File: src/rtl/adc_spi_pkg.sv
`default_nettype none
// ============================================================================
// Module   : adc_spi_pkg
// Purpose  : Shared types and constants for the SPI ADC reader: FSM state
//            enum, AXI-Stream beat width and sequence-field placement.
// Ports    : none (package)
// Config   : ADC_SPI_SEQ_EN uses the sequence-field constants.
// Revision : 1.0 - initial release
// ============================================================================
package adc_spi_pkg;

  typedef enum logic [1:0] {
    ST_IDLE    = 2'd0,
    ST_CONVERT = 2'd1,
    ST_READ    = 2'd2,
    ST_STORE   = 2'd3
  } state_e;

  localparam int C_AXIS_DATA_W = 32;  // output beat width
  localparam int C_SEQ_W       = 8;   // sequence-number field width
  localparam int C_SEQ_LSB     = 24;  // sequence field occupies [31:24]

endpackage
`default_nettype wire

File: src/rtl/adc_spi_sclk_gen.sv
`default_nettype none
// ============================================================================
// Module   : adc_spi_sclk_gen
// Purpose  : SCLK generator for one SPI read burst. While run_i is high it
//            toggles SCLK every CLK_DIV aclk cycles (starting low), strobes
//            sample_o on the aclk edge at which SCLK rises, and strobes done_o
//            on the edge of the final falling edge after DATA_BITS rises.
//            Dropping run_i returns everything to idle (SCLK low).
// Ports    : aclk, aresetn (async, active-low)
//            run_i    - high for the whole read phase
//            sclk_o   - registered serial clock
//            sample_o - MISO sample strobe (SCLK rising at this edge)
//            done_o   - last falling edge happens at this edge
// Revision : 1.0 - initial release
// ============================================================================
module adc_spi_sclk_gen #(
  parameter int DATA_BITS = 24,
  parameter int CLK_DIV   = 2
) (
  input  logic aclk,
  input  logic aresetn,
  input  logic run_i,
  output logic sclk_o,
  output logic sample_o,
  output logic done_o
);

  localparam int C_DIV_W = (CLK_DIV > 1) ? $clog2(CLK_DIV) : 1;
  localparam int C_BIT_W = $clog2(DATA_BITS + 1);

  logic [C_DIV_W-1:0] div_q;
  logic               sclk_q;
  logic [C_BIT_W-1:0] bit_q;    // rising edges issued so far
  logic               w_tick;   // half-period boundary

  assign w_tick   = run_i && (div_q == C_DIV_W'(CLK_DIV - 1));
  assign sample_o = w_tick && !sclk_q;
  // Falling edge after the last rise ends the burst.
  assign done_o   = w_tick && sclk_q && (bit_q == C_BIT_W'(DATA_BITS));
  assign sclk_o   = sclk_q;

  always_ff @(posedge aclk or negedge aresetn) begin
    if (!aresetn) begin
      div_q  <= '0;
      sclk_q <= 1'b0;
      bit_q  <= '0;
    end else if (!run_i) begin
      div_q  <= '0;
      sclk_q <= 1'b0;
      bit_q  <= '0;
    end else if (w_tick) begin
      div_q  <= '0;
      sclk_q <= !sclk_q;
      if (!sclk_q) begin
        bit_q <= bit_q + 1'b1;
      end
    end else begin
      div_q <= div_q + 1'b1;
    end
  end

endmodule
`default_nettype wire

File: src/rtl/adc_spi_reader.sv
`default_nettype none
// ============================================================================
// Module   : adc_spi_reader
// Purpose  : Trigger-driven SPI ADC acquisition. A trigger starts a fixed
//            conversion pulse, then the result is clocked in MSB first and
//            presented as one sign-extended 32-bit AXI-Stream beat through a
//            single-entry output register. A sample that cannot be stored is
//            dropped and flagged with a one-cycle overrun pulse.
// Ports    : aclk, aresetn (async, active-low)
//            enable, trigger           - trigger gating / request
//            busy, overrun             - status
//            spi_cnv, spi_cs_n, spi_sclk, spi_miso - ADC interface
//            m_axis_data_tdata/tvalid/tready       - sample stream
// Config   : ADC_SPI_SEQ_EN - tdata[31:24] carries an 8-bit sequence number
//            counting every completed conversion; needs DATA_BITS <= 24.
// Revision : 1.0 - initial release
// ============================================================================
module adc_spi_reader #(
  parameter int DATA_BITS   = 24,
  parameter int CLK_DIV     = 2,
  parameter int CONV_CYCLES = 50
) (
  input  logic        aclk,
  input  logic        aresetn,
  input  logic        enable,
  input  logic        trigger,
  output logic        busy,
  output logic        overrun,
  output logic        spi_cnv,
  output logic        spi_cs_n,
  output logic        spi_sclk,
  input  logic        spi_miso,
  output logic [31:0] m_axis_data_tdata,
  output logic        m_axis_data_tvalid,
  input  logic        m_axis_data_tready
);

  import adc_spi_pkg::*;

  // ---------------------------------------------------------------------------
  // Elaboration-time parameter checks
  // ---------------------------------------------------------------------------
  if (DATA_BITS < 8 || DATA_BITS > 32) begin : g_bad_data_bits
    $error("adc_spi_reader: DATA_BITS must be in 8..32");
  end
  if (CLK_DIV < 1) begin : g_bad_clk_div
    $error("adc_spi_reader: CLK_DIV must be >= 1");
  end
  if (CONV_CYCLES < 1) begin : g_bad_conv_cycles
    $error("adc_spi_reader: CONV_CYCLES must be >= 1");
  end
`ifdef ADC_SPI_SEQ_EN
  if (DATA_BITS > C_SEQ_LSB) begin : g_bad_seq_bits
    $error("adc_spi_reader: ADC_SPI_SEQ_EN requires DATA_BITS <= 24");
  end
`endif

  localparam logic [31:0] C_CONV_LAST = 32'(CONV_CYCLES - 1);

  state_e                      state_q;
  logic [31:0]                 conv_cnt_q;
  logic [DATA_BITS-1:0]        shift_q;
  logic                        cnv_q;
  logic                        cs_n_q;
  logic                        busy_q;
  logic                        overrun_q;
  logic                        tvalid_q;
  logic [C_AXIS_DATA_W-1:0]    tdata_q;

  logic                        w_read;
  logic                        w_sclk;
  logic                        w_sample_stb;
  logic                        w_done;
  logic signed [DATA_BITS-1:0] w_raw_s;
  logic [C_AXIS_DATA_W-1:0]    w_sext;
  logic [C_AXIS_DATA_W-1:0]    w_beat;

  assign w_read = (state_q == ST_READ);

  adc_spi_sclk_gen #(
    .DATA_BITS (DATA_BITS),
    .CLK_DIV   (CLK_DIV)
  ) u_sclk_gen (
    .aclk     (aclk),
    .aresetn  (aresetn),
    .run_i    (w_read),
    .sclk_o   (w_sclk),
    .sample_o (w_sample_stb),
    .done_o   (w_done)
  );

  // Signed size cast replicates bit DATA_BITS-1; a no-op when DATA_BITS=32.
  assign w_raw_s = shift_q;
  assign w_sext  = C_AXIS_DATA_W'(w_raw_s);

`ifdef ADC_SPI_SEQ_EN
  logic [C_SEQ_W-1:0] seq_q;
  assign w_beat = {seq_q, w_sext[C_SEQ_LSB-1:0]};
`else
  assign w_beat = w_sext;
`endif

  // ---------------------------------------------------------------------------
  // FSM, shift register, output register and overrun flag
  // ---------------------------------------------------------------------------
  always_ff @(posedge aclk or negedge aresetn) begin
    if (!aresetn) begin
      state_q    <= ST_IDLE;
      conv_cnt_q <= '0;
      shift_q    <= '0;
      cnv_q      <= 1'b0;
      cs_n_q     <= 1'b1;
      busy_q     <= 1'b0;
      overrun_q  <= 1'b0;
      tvalid_q   <= 1'b0;
      tdata_q    <= '0;
`ifdef ADC_SPI_SEQ_EN
      seq_q      <= '0;
`endif
    end else begin
      overrun_q <= 1'b0;

      // Handshake retires the held beat; a STORE below may refill it.
      if (tvalid_q && m_axis_data_tready) begin
        tvalid_q <= 1'b0;
      end

      if (w_sample_stb) begin
        shift_q <= {shift_q[DATA_BITS-2:0], spi_miso};
      end

      case (state_q)
        ST_IDLE: begin
          if (trigger && enable) begin
            state_q    <= ST_CONVERT;
            conv_cnt_q <= '0;
            cnv_q      <= 1'b1;
            busy_q     <= 1'b1;
          end
        end
        ST_CONVERT: begin
          if (conv_cnt_q == C_CONV_LAST) begin
            state_q <= ST_READ;
            cnv_q   <= 1'b0;
            cs_n_q  <= 1'b0;
          end else begin
            conv_cnt_q <= conv_cnt_q + 32'd1;
          end
        end
        ST_READ: begin
          if (w_done) begin
            state_q <= ST_STORE;
            cs_n_q  <= 1'b1;
          end
        end
        ST_STORE: begin
          state_q <= ST_IDLE;
          busy_q  <= 1'b0;
          // Load when empty or when the held beat leaves this same cycle.
          if (!tvalid_q || m_axis_data_tready) begin
            tvalid_q <= 1'b1;
            tdata_q  <= w_beat;
          end else begin
            overrun_q <= 1'b1;
          end
`ifdef ADC_SPI_SEQ_EN
          seq_q <= seq_q + 1'b1;
`endif
        end
        default: begin
          state_q <= ST_IDLE;
        end
      endcase
    end
  end

  assign busy               = busy_q;
  assign overrun            = overrun_q;
  assign spi_cnv            = cnv_q;
  assign spi_cs_n           = cs_n_q;
  assign spi_sclk           = w_sclk;
  assign m_axis_data_tdata  = tdata_q;
  assign m_axis_data_tvalid = tvalid_q;

endmodule
`default_nettype wire

File: config.mk
export PLATFORM = sky130hd
export DESIGN_NAME = adc_spi_reader
export DESIGN_NICKNAME = d
export VERILOG_FILES = /design/src/rtl/adc_spi_pkg.sv /design/src/rtl/adc_spi_sclk_gen.sv /design/src/rtl/adc_spi_reader.sv
export SDC_FILE = /design/constraint.sdc
export NUM_CORES = 1
export LEC_CHECK = 0
export CAP_MARGIN = 10
export CORE_MARGIN = 3
export CORE_UTILIZATION = 55
export DETAILED_ROUTE_END_ITERATION = 8
export PLACE_DENSITY_LB_ADDON = 0.1
export SYNTH_ARGS = -nofsm -noshare
export SYNTH_HDL_FRONTEND = slang
export SYNTH_SLANG_ARGS = --single-unit
export TNS_END_PERCENT = 50
File: constraint.sdc
create_clock -name aclk -period 3.9 [get_ports aclk]
set_clock_uncertainty 0.2 [all_clocks]
set_input_delay 0.39 -clock aclk [delete_from_list [all_inputs] [get_ports aclk]]
set_output_delay 0.39 -clock aclk [all_outputs]
set_load 0.05 [all_outputs]
* Word-level counts from Yosys, hierarchy flattened *
Cells that the tools add are included.

storage, ports and cells
  bits in registers = 94
  input port bits = 6
  output and inout port bits = 38
  logic and storage cells = 71

cells by class
  $add $sub $neg = 3
  eq/ne operators = 11
  multiplexer cells = 25
  reductions and logical operators = 20

operator list
  kind                   count
  $mux 32                2
  $pmux 32 s2            1
  $add 32x1->32 const B  1
  $eq 32x6->1 const B    1
  $mux 5                 3
  $mux 1                 12
  $ne 2x2->1 const B     6
  $reduce_and 3->1       4
  $pmux 2 s4             1
  $logic_and 1x1->1      6
  $mux 2                 3
  $pmux 1 s2             3
  $reduce_and 2->1       3
  $reduce_bool 2->1      3
  $add 5x1->5 const B    1
  $eq 5x5->1 const B     1
  $eq 2x2->1 const B     2
  $eq 2x1->1 const B     1
  $logic_not 1->1        2
  $logic_not 2->1        1
  $add 1x1->1 const B    1
  $logic_or 1x1->1       1

* Depth between registers and ports, before layout *
Gate-level depths: netlist (run 1).

  depth after elaboration = 6
  mapped depth = 10
  mapped depth without buffers = 7

* Modules after synthesis *
A second synthesis (run 1) with hierarchy kept.

second synthesis, totals
  cells, all modules = 418
  area total of the unflattened synthesis = 4624.4 um^2

modules (own cells, without submodules)
  module            times used  cells an instance  area each (um^2)  seq. area each (um^2)
  adc_spi_reader    1           384                4241.6            2178.3
  adc_spi_sclk_gen  1           34                 382.9             175.2

* Worst setup path after synthesis (run 1) *
No wires, ideal clock.

  path type = reg2reg
  start = reg conv_cnt_q[8]
  end = reg conv_cnt_q[25]
  setup time = 69 ps
  arrival = 1977 ps
  setup slack = 1654 ps
  cell stages (with the launch flop) = 8
  buffers on the path = 2
  clock period less this slack = 2246 ps
  cell sequence = dfrtp_1 -> buf_2 -> nand3_1 -> or4_4 -> buf_6 -> or2_4 -> or4_1 -> nand3_1

between the ends
  longest elaborated chain between the ends = 3

RTL lines
  what                                                    line                                          text
  start: declaration                                      adc_spi_reader.sv:61                          logic [31:0] conv_cnt_q;
  start signal: assignment                                adc_spi_reader.sv:147                         conv_cnt_q <= conv_cnt_q + 32'd1;
  $add 32x1->32 / $eq 32x6->1 (equally long branches)     adc_spi_reader.sv:147, adc_spi_reader.sv:142
  $mux 32 / $ne 2x2->1 (equally long branches)            -
  $pmux 32 s2 / $reduce_and 3->1 (equally long branches)  -

Parallel ways exist; a longest one is shown, timed or not. The select of a mux whose other input is x is not followed.
A chain may end at the register's enable or synchronous reset.

* Final worst setup path (run 1) *
  start = reg state_q[1]
  end = reg conv_cnt_q[16]

between the ends
  longest elaborated chain between the ends = 3

RTL lines
  what                                                                     line                   text
  start: declaration                                                       adc_spi_reader.sv:60   state_e state_q;
  start signal: assignment                                                 adc_spi_reader.sv:108  state_q <= ST_IDLE;
  start signal: assignment                                                 adc_spi_reader.sv:135  state_q <= ST_CONVERT;
  start signal: assignment                                                 adc_spi_reader.sv:143  state_q <= ST_READ;
  $eq 2x1->1 / $logic_not 2->1 (equally long branches)                     adc_spi_reader.sv:132  case (state_q)
  $ne 2x2->1 (no source line) / $reduce_bool 2->1 (equally long branches)  -
  $reduce_and 3->1 (no source line)                                        -

Parallel ways exist; a longest one is shown, timed or not.

==> results.json, run 1 <==
{
  "maxSlewViolCount": 0,
  "crit_required_ns": 3.95,
  "diodes": 0,
  "period_minus_slack_ns": 2.70,
  "initial_core_util": 0.577,
  "powerDensity_nw_per_um2": 549,
  "status": "finished clean",
  "r2r-start": "state_q[1]",
  "r2r-end": "conv_cnt_q[16]",
  "htreeDepth": 3,
  "synthFlopType": "dfrtp_1",
  "min_period_over_period": 0.692,
  "worst-setup-path-type": "flop to flop",
  "syn_area_um2": 4530,
  "start_kind": "flop",
  "cts_tree": "built",
  "areaGrowthSynthToFinish_pct": 14.6,
  "cp-end-kind": "flop",
  "drive_above_1_share": 0.177,
  "io_buffers": 43,
  "rrSetupSlack_ns": 1.20,
  "post_cts_resized": 0,
  "dp.cells": 542,
  "p_leak_nw": 2.32,
  "ys_seq_elements": 94,
  "synth-edff-count": 0,
  "reg2reg_depth": 7,
  "max_freq_mhz": 371,
  "cts_setup_buffers": 0,
  "cts.sinks": 94,
  "clk_pin_slew_ns": 0.09,
  "grt_usage": 0.198,
  "hold_viol": 0,
  "ant_nets": 0,
  "pin_count": 44,
  "instances_no_fill": 559,
  "rows": 32,
  "cts_root_buf": "clkbuf_8",
  "finalSetupViolCount": 0,
  "grt_setup_unrepaired": "no",
  "synthCells": 418,
  "irDropWorstVdd_mv": 0.567,
  "drt-pass1-iter-count": 4,
  "grt-ovfl-total": 0,
  "syn_area_per_cell_um2": 10.8,
  "drv_cap": 0,
  "crit_end": "conv_cnt_q[16]",
  "crit_arrival_ns": 2.75,
  "slew_headroom": 0.316,
  "core_um2": 7850,
  "wire_per_inst_um": 15.5,
  "routabilityCongestion": 0.832,
  "tns_ns": 0,
  "nets": 466,
  "drtIter0Drc": 127,
  "viasPerCell": 5.89,
  "worst_pin_slew_ns": 1.02,
  "cts_buffers": 9,
  "clock_path_buffers": 2,
  "wl_um": 8670,
  "grt_pass1_wl_um": 15300,
  "grt_antenna_before_repair": 0,
  "nFillCells": 620,
  "yosysSeqAreaShare": 0.520,
  "vias": 3290,
  "cts_hold_buf": 1,
  "route.detailed.drc": 0,
  "synth_nets": 432,
  "yosysWarnings": 0,
  "dpl.hpwl_um": 5930,
  "ys_types": 53,
  "die_height_um": 96.7,
  "dieArea_um2": 9360,
  "grt_pass1_vias": 3169,
  "async_flop_share": 1.00,
  "crit_path_max_fanout": 13,
  "startpoint": "state_q[1]",
  "worstHoldPathType": "flop to flop",
  "clk_latency_ns": 0.36,
  "die_x_um": 96.7,
  "grt_max_degree": 38
}
## sequential cells by signal (all words and copies together) (netlist names)
register / flops
conv_cnt_q: 32
m_axis_data_tdata: 24
shift_q: 24
u_sclk_gen.bit_q: 5
state_q: 2
busy: 1
m_axis_data_tvalid: 1
overrun: 1
spi_cnv: 1
spi_cs_n: 1
u_sclk_gen.div_q: 1
u_sclk_gen.sclk_o: 1
## critical path: stages, from the launching register on
cell and delay, ns:
dfrtp_1 0.42, inv_1 0.09, ha_1 0.26, inv_1 0.21, o21ai_0 0.50, o31ai_2 0.29, buf_4 0.27, a221o_1 0.36
## area by class of cell
| class | count | area [µm²] | share of cell area |
|---|---|---|---|
| clock inverter | 6 | 53.8 | 0.0104 |
| multi-input combinational | 283 | 1990 | 0.383 |
| timing repair buffer | 48 | 468 | 0.0902 |
| inverter | 16 | 60.1 | 0.0116 |
| sequential | 94 | 2350 | 0.454 |
| tap | 102 | 128 | 0.0246 |
| clock buffer | 10 | 138 | 0.0265 |
## metal layers
layer | vias to the layer above | share of wire | GRT usage
met3 | 13 | 0.047 | 0.0418
met4 | 0 | 0.020 | 0.0842
met1 | 1616 | 0.47 | 0.276
met5 | - | 0 | 0
li1 | 1578 | - | -
met2 | 83 | 0.47 | 0.300
## cells in the mapped netlist, types with 2 or more instances
cell type | n | area, µm²
o21ai_0 | 22 | 110
a31oi_1 | 2 | 12.5
nand3_1 | 17 | 85.1
and2_1 | 2 | 12.5
nor4_1 | 11 | 68.8
mux2i_1 | 4 | 40.0
dfrtp_1 | 93 | 2330
a221o_1 | 2 | 20.0
nor2_1 | 19 | 71.3
xor2_1 | 3 | 26.3
or2_2 | 2 | 12.5
or3_1 | 7 | 43.8
buf_1 | 2 | 7.51
nor3_1 | 10 | 50.1
nand2_1 | 37 | 139
and4_1 | 6 | 52.6
xnor2_1 | 2 | 17.5
inv_1 | 16 | 60.1
buf_4 | 8 | 60.1
nand4_1 | 14 | 87.6
a21o_1 | 8 | 60.1
mux2_2 | 50 | 563
clkbuf_1 | 13 | 48.8
o21bai_1 | 5 | 37.5
o211ai_1 | 3 | 22.5
ha_1 | 8 | 100
a21oi_1 | 17 | 85.1
a22o_1 | 4 | 35.0
and3_1 | 4 | 25.0
nand3_2 | 2 | 20.0
or4_1 | 3 | 22.5
## cell usage in the layout, fill, tap and decap left out, types with 4 or more instances in the layout
cell type / Yosys / layout
a21oi_1: 17 / 17
nand3_1: 17 / 17
nor3_1: 10 / 10
mux2i_1: 4 / 4
nand2_1: 37 / 37
clkbuf_8: 0 / 10
o21bai_1: 5 / 5
nor4_1: 11 / 11
nor2_1: 19 / 19
buf_4: 8 / 5
nand4_1: 14 / 14
and3_1: 4 / 4
o21ai_0: 22 / 22
a22o_1: 4 / 4
a21o_1: 8 / 8
or3_1: 7 / 7
ha_1: 8 / 8
dfrtp_1: 93 / 93
inv_1: 16 / 16
and4_1: 6 / 6
clkdlybuf4s50_1: 0 / 42
mux2_2: 50 / 50
## power breakdown
group | internal [mW] | total (mW) | leakage, nW | switching (mW)
Clock | 0.259 | 0.621 | 0.0950 | 0.362
Combinational | 0.370 | 0.978 | 0.952 | 0.608
Sequential | 1.11 | 1.25 | 1.28 | 0.135
Total | 1.74 | 2.85 | 2.32 | 1.10
## worst min-delay path by stage
stage                     endpoint     start  cells past startpoint
floorplan                     busy   aresetn                      0
global placement    conv_cnt_q[14]   aresetn                      1
detailed placement  conv_cnt_q[16]   aresetn                      1
CTS                       spi_cs_n  spi_cs_n                      2
global route              spi_cs_n  spi_cs_n                      2
finish                    spi_cs_n  spi_cs_n                      2
## metrics by stage
| stage | setup WS [ns] | cell area [µm²] | total power, mW | hold slack (ns) | util |
|---|---|---|---|---|---|
| final | 1.20 | 5190 | 2.85 | 0.288 | 0.661 |
| after global routing | 1.02 | 5190 | 3.02 | 0.325 | 0.661 |
| after CTS | 1.22 | 5190 | 2.88 | 0.296 | 0.661 |
| after detailed placement | 1.23 | 4990 | 2.25 | 0.190 | 0.635 |
| after global placement | 1.27 | 4990 | 2.22 | 0.186 | 0.635 |
| after floorplan | 1.65 | 4530 | 1.97 | -0.106 | - |
## logic make-up after synthesis
| kind of cell | share of synthesized area |
|---|---|
| and+or+nand+nor | 0.172 |
| DFF | 0.520 |
| adders and majority gates | 0.0221 |
| xor gates and xnor gates | 0.00967 |
| AOI/OAI and AO/OA | 0.101 |
| muxes | 0.133 |
| buffers and inverters | 0.0426 |
Note: power is estimated with default switching activity, not from simulation.
==> inputs of run 2 (changes only) <==
- clock period: 3.9 -> 2.7 ns (I/O delays scaled with it)
==> results.json, run 2 (synthesized netlist as in run 1, its figures left out) <==
{
  "cts_buffers": 9,
  "cts_setup_buffers": 0,
  "p_leak_nw": 2.38,
  "rows": 32,
  "clock_path_buffers": 2,
  "ant_nets": 0,
  "slowest_stage": "nor4_1",
  "tns_ns": 0,
  "cts.sinks": 94,
  "slew_headroom": 0.469,
  "grt-ovfl-total": 0,
  "diodes": 0,
  "nFillCells": 635,
  "io_buffers": 43,
  "cp_top_family": "simple AND/OR/NAND/NOR gates",
  "die_x_um": 96.7,
  "rrSetupSlack_ns": 0.33,
  "clk_pin_slew_ns": 0.10,
  "viasPerCell": 5.82,
  "cts_tree": "built",
  "largest-register": "conv_cnt_q",
  "worstHoldPathType": "input pin to asynchronous set/reset pin",
  "grt_usage": 0.208,
  "grt_setup_unrepaired": "no",
  "route.detailed.drc": 0,
  "crit_arrival_ns": 2.43,
  "path_buf_inv": 1,
  "internal-power_mw": 2.58,
  "grt_pass1_vias": 3320,
  "cp_cell_sequence": "nor4_1, and4_1, a21o_1, buf_4, o21bai_1, mux2_2",
  "start_kind": "flop",
  "pwr-share-comb": 0.362,
  "grt_pass1_wl_um": 16000,
  "power_switching_share": 0.392,
  "multi_input_area_um2": 1990,
  "worst-setup-path-type": "flop to flop",
  "maxSlewViolCount": 0,
  "min_period_over_period": 0.879,
  "drive_above_1_share": 0.197,
  "hold_viol": 0,
  "core_um2": 7850,
  "final_cell_mix": "dfrtp_1 (93), mux2_2 (50), clkdlybuf4s50_1 (42)",
  "clk_latency_ns": 0.37,
  "seqPwrFrac": 0.422,
  "fin_hold_ws_ns": 0.252,
  "routabilityCongestion": 0.851,
  "wl_um": 9270,
  "initial_core_util": 0.577,
  "mostFrequentLayoutCell": "dfrtp_1",
  "vias": 3312,
  "die_height_um": 96.7,
  "drt-pass1-iter-count": 4,
  "crit_path_max_fanout": 23,
  "crit_required_ns": 2.76,
  "nets": 476,
  "worst_pin_slew_ns": 0.789,
  "status": "finished clean",
  "drtIter0Drc": 174,
  "grt_max_degree": 49,
  "finalSetupViolCount": 0,
  "powerDensity_nw_per_um2": 804,
  "p_clk_frac": 0.216,
  "dpl.hpwl_um": 6320,
  "period_minus_slack_ns": 2.37,
  "dieArea_um2": 9360,
  "pin_count": 44,
  "seq_area_um2": 2350,
  "cts_root_buf": "clkbuf_8",
  "max_stage_delay_ns": 0.48,
  "areaGrowthSynthToFinish_pct": 16.6,
  "irDropWorstVdd_mv": 0.569,
  "max_freq_mhz": 421,
  "grt_antenna_before_repair": 0,
  "htreeDepth": 3,
  "largest_register_ff_count": 32,
  "cp-end-kind": "flop",
  "p_switching_mw": 1.66,
  "drv_cap": 0,
  "wire_per_inst_um": 16.3
}
run 2: routing by layer:
metal | wire [µm] | global-route usage | vias to the layer above
met5 | 0 | 0 | -
met4 | 127 | 0.0659 | 0
met3 | 378 | 0.0425 | 11
met2 | 4420 | 0.327 | 70
met1 | 4350 | 0.290 | 1636
li1 | - | - | 1595
run 2: worst paths after layout:
path | cells past startpoint | endpoint | start
worst max register to register | 6 | conv_cnt_q[29] | conv_cnt_q[19]
worst min register to register | 2 | spi_cs_n | spi_cs_n
worst max-delay path | 6 | conv_cnt_q[29] | conv_cnt_q[19]
worst min-delay path | 2 | conv_cnt_q[17] | aresetn
min in group aclk | 2 | spi_cs_n | spi_cs_n
max in group asynchronous | 3 | spi_cs_n | aresetn
run 2: through the flow:
stage                     cells  setup WS (ns)  instance area, µm²   util  power, mW
after floorplan             418          0.454                4530      -       2.84
after global placement      552          0.166                5070  0.647       3.29
after detailed placement    552         0.0830                5070  0.647       3.35
after CTS                   569         0.0804                5280  0.672       4.27
after global routing        569          0.184                5280  0.673       4.50
final                       569          0.327                5280  0.673       4.24
run 2: area by class of cell:
class,count,share of cell area
flip-flops and latches,94,0.446
multi-input cells,283,0.377
repair buffers,58,0.105
well taps,102,0.0242
clock buffers,9,0.0235
clock inverters,7,0.0130
inverters,16,0.0114
run 2: power by group through the flow:
stage          logic, mW  registers, mW  clock network (mW)
2_1_floorplan      0.820           2.02                   0
3_3_place_gp        1.49           1.80                   0
4_1_cts             1.54           1.79               0.941
5_1_grt             1.67           1.83                1.01
6_report            1.54           1.79               0.917
3_5_place_dp        1.53           1.82                   0
run 2: what timing repair did:
action	in CTS	in global routing
setup endpoints to repair	0	5
hold buffers	1	0
endpoints found under the hold margin	47	0
gates resized for setup	0	1
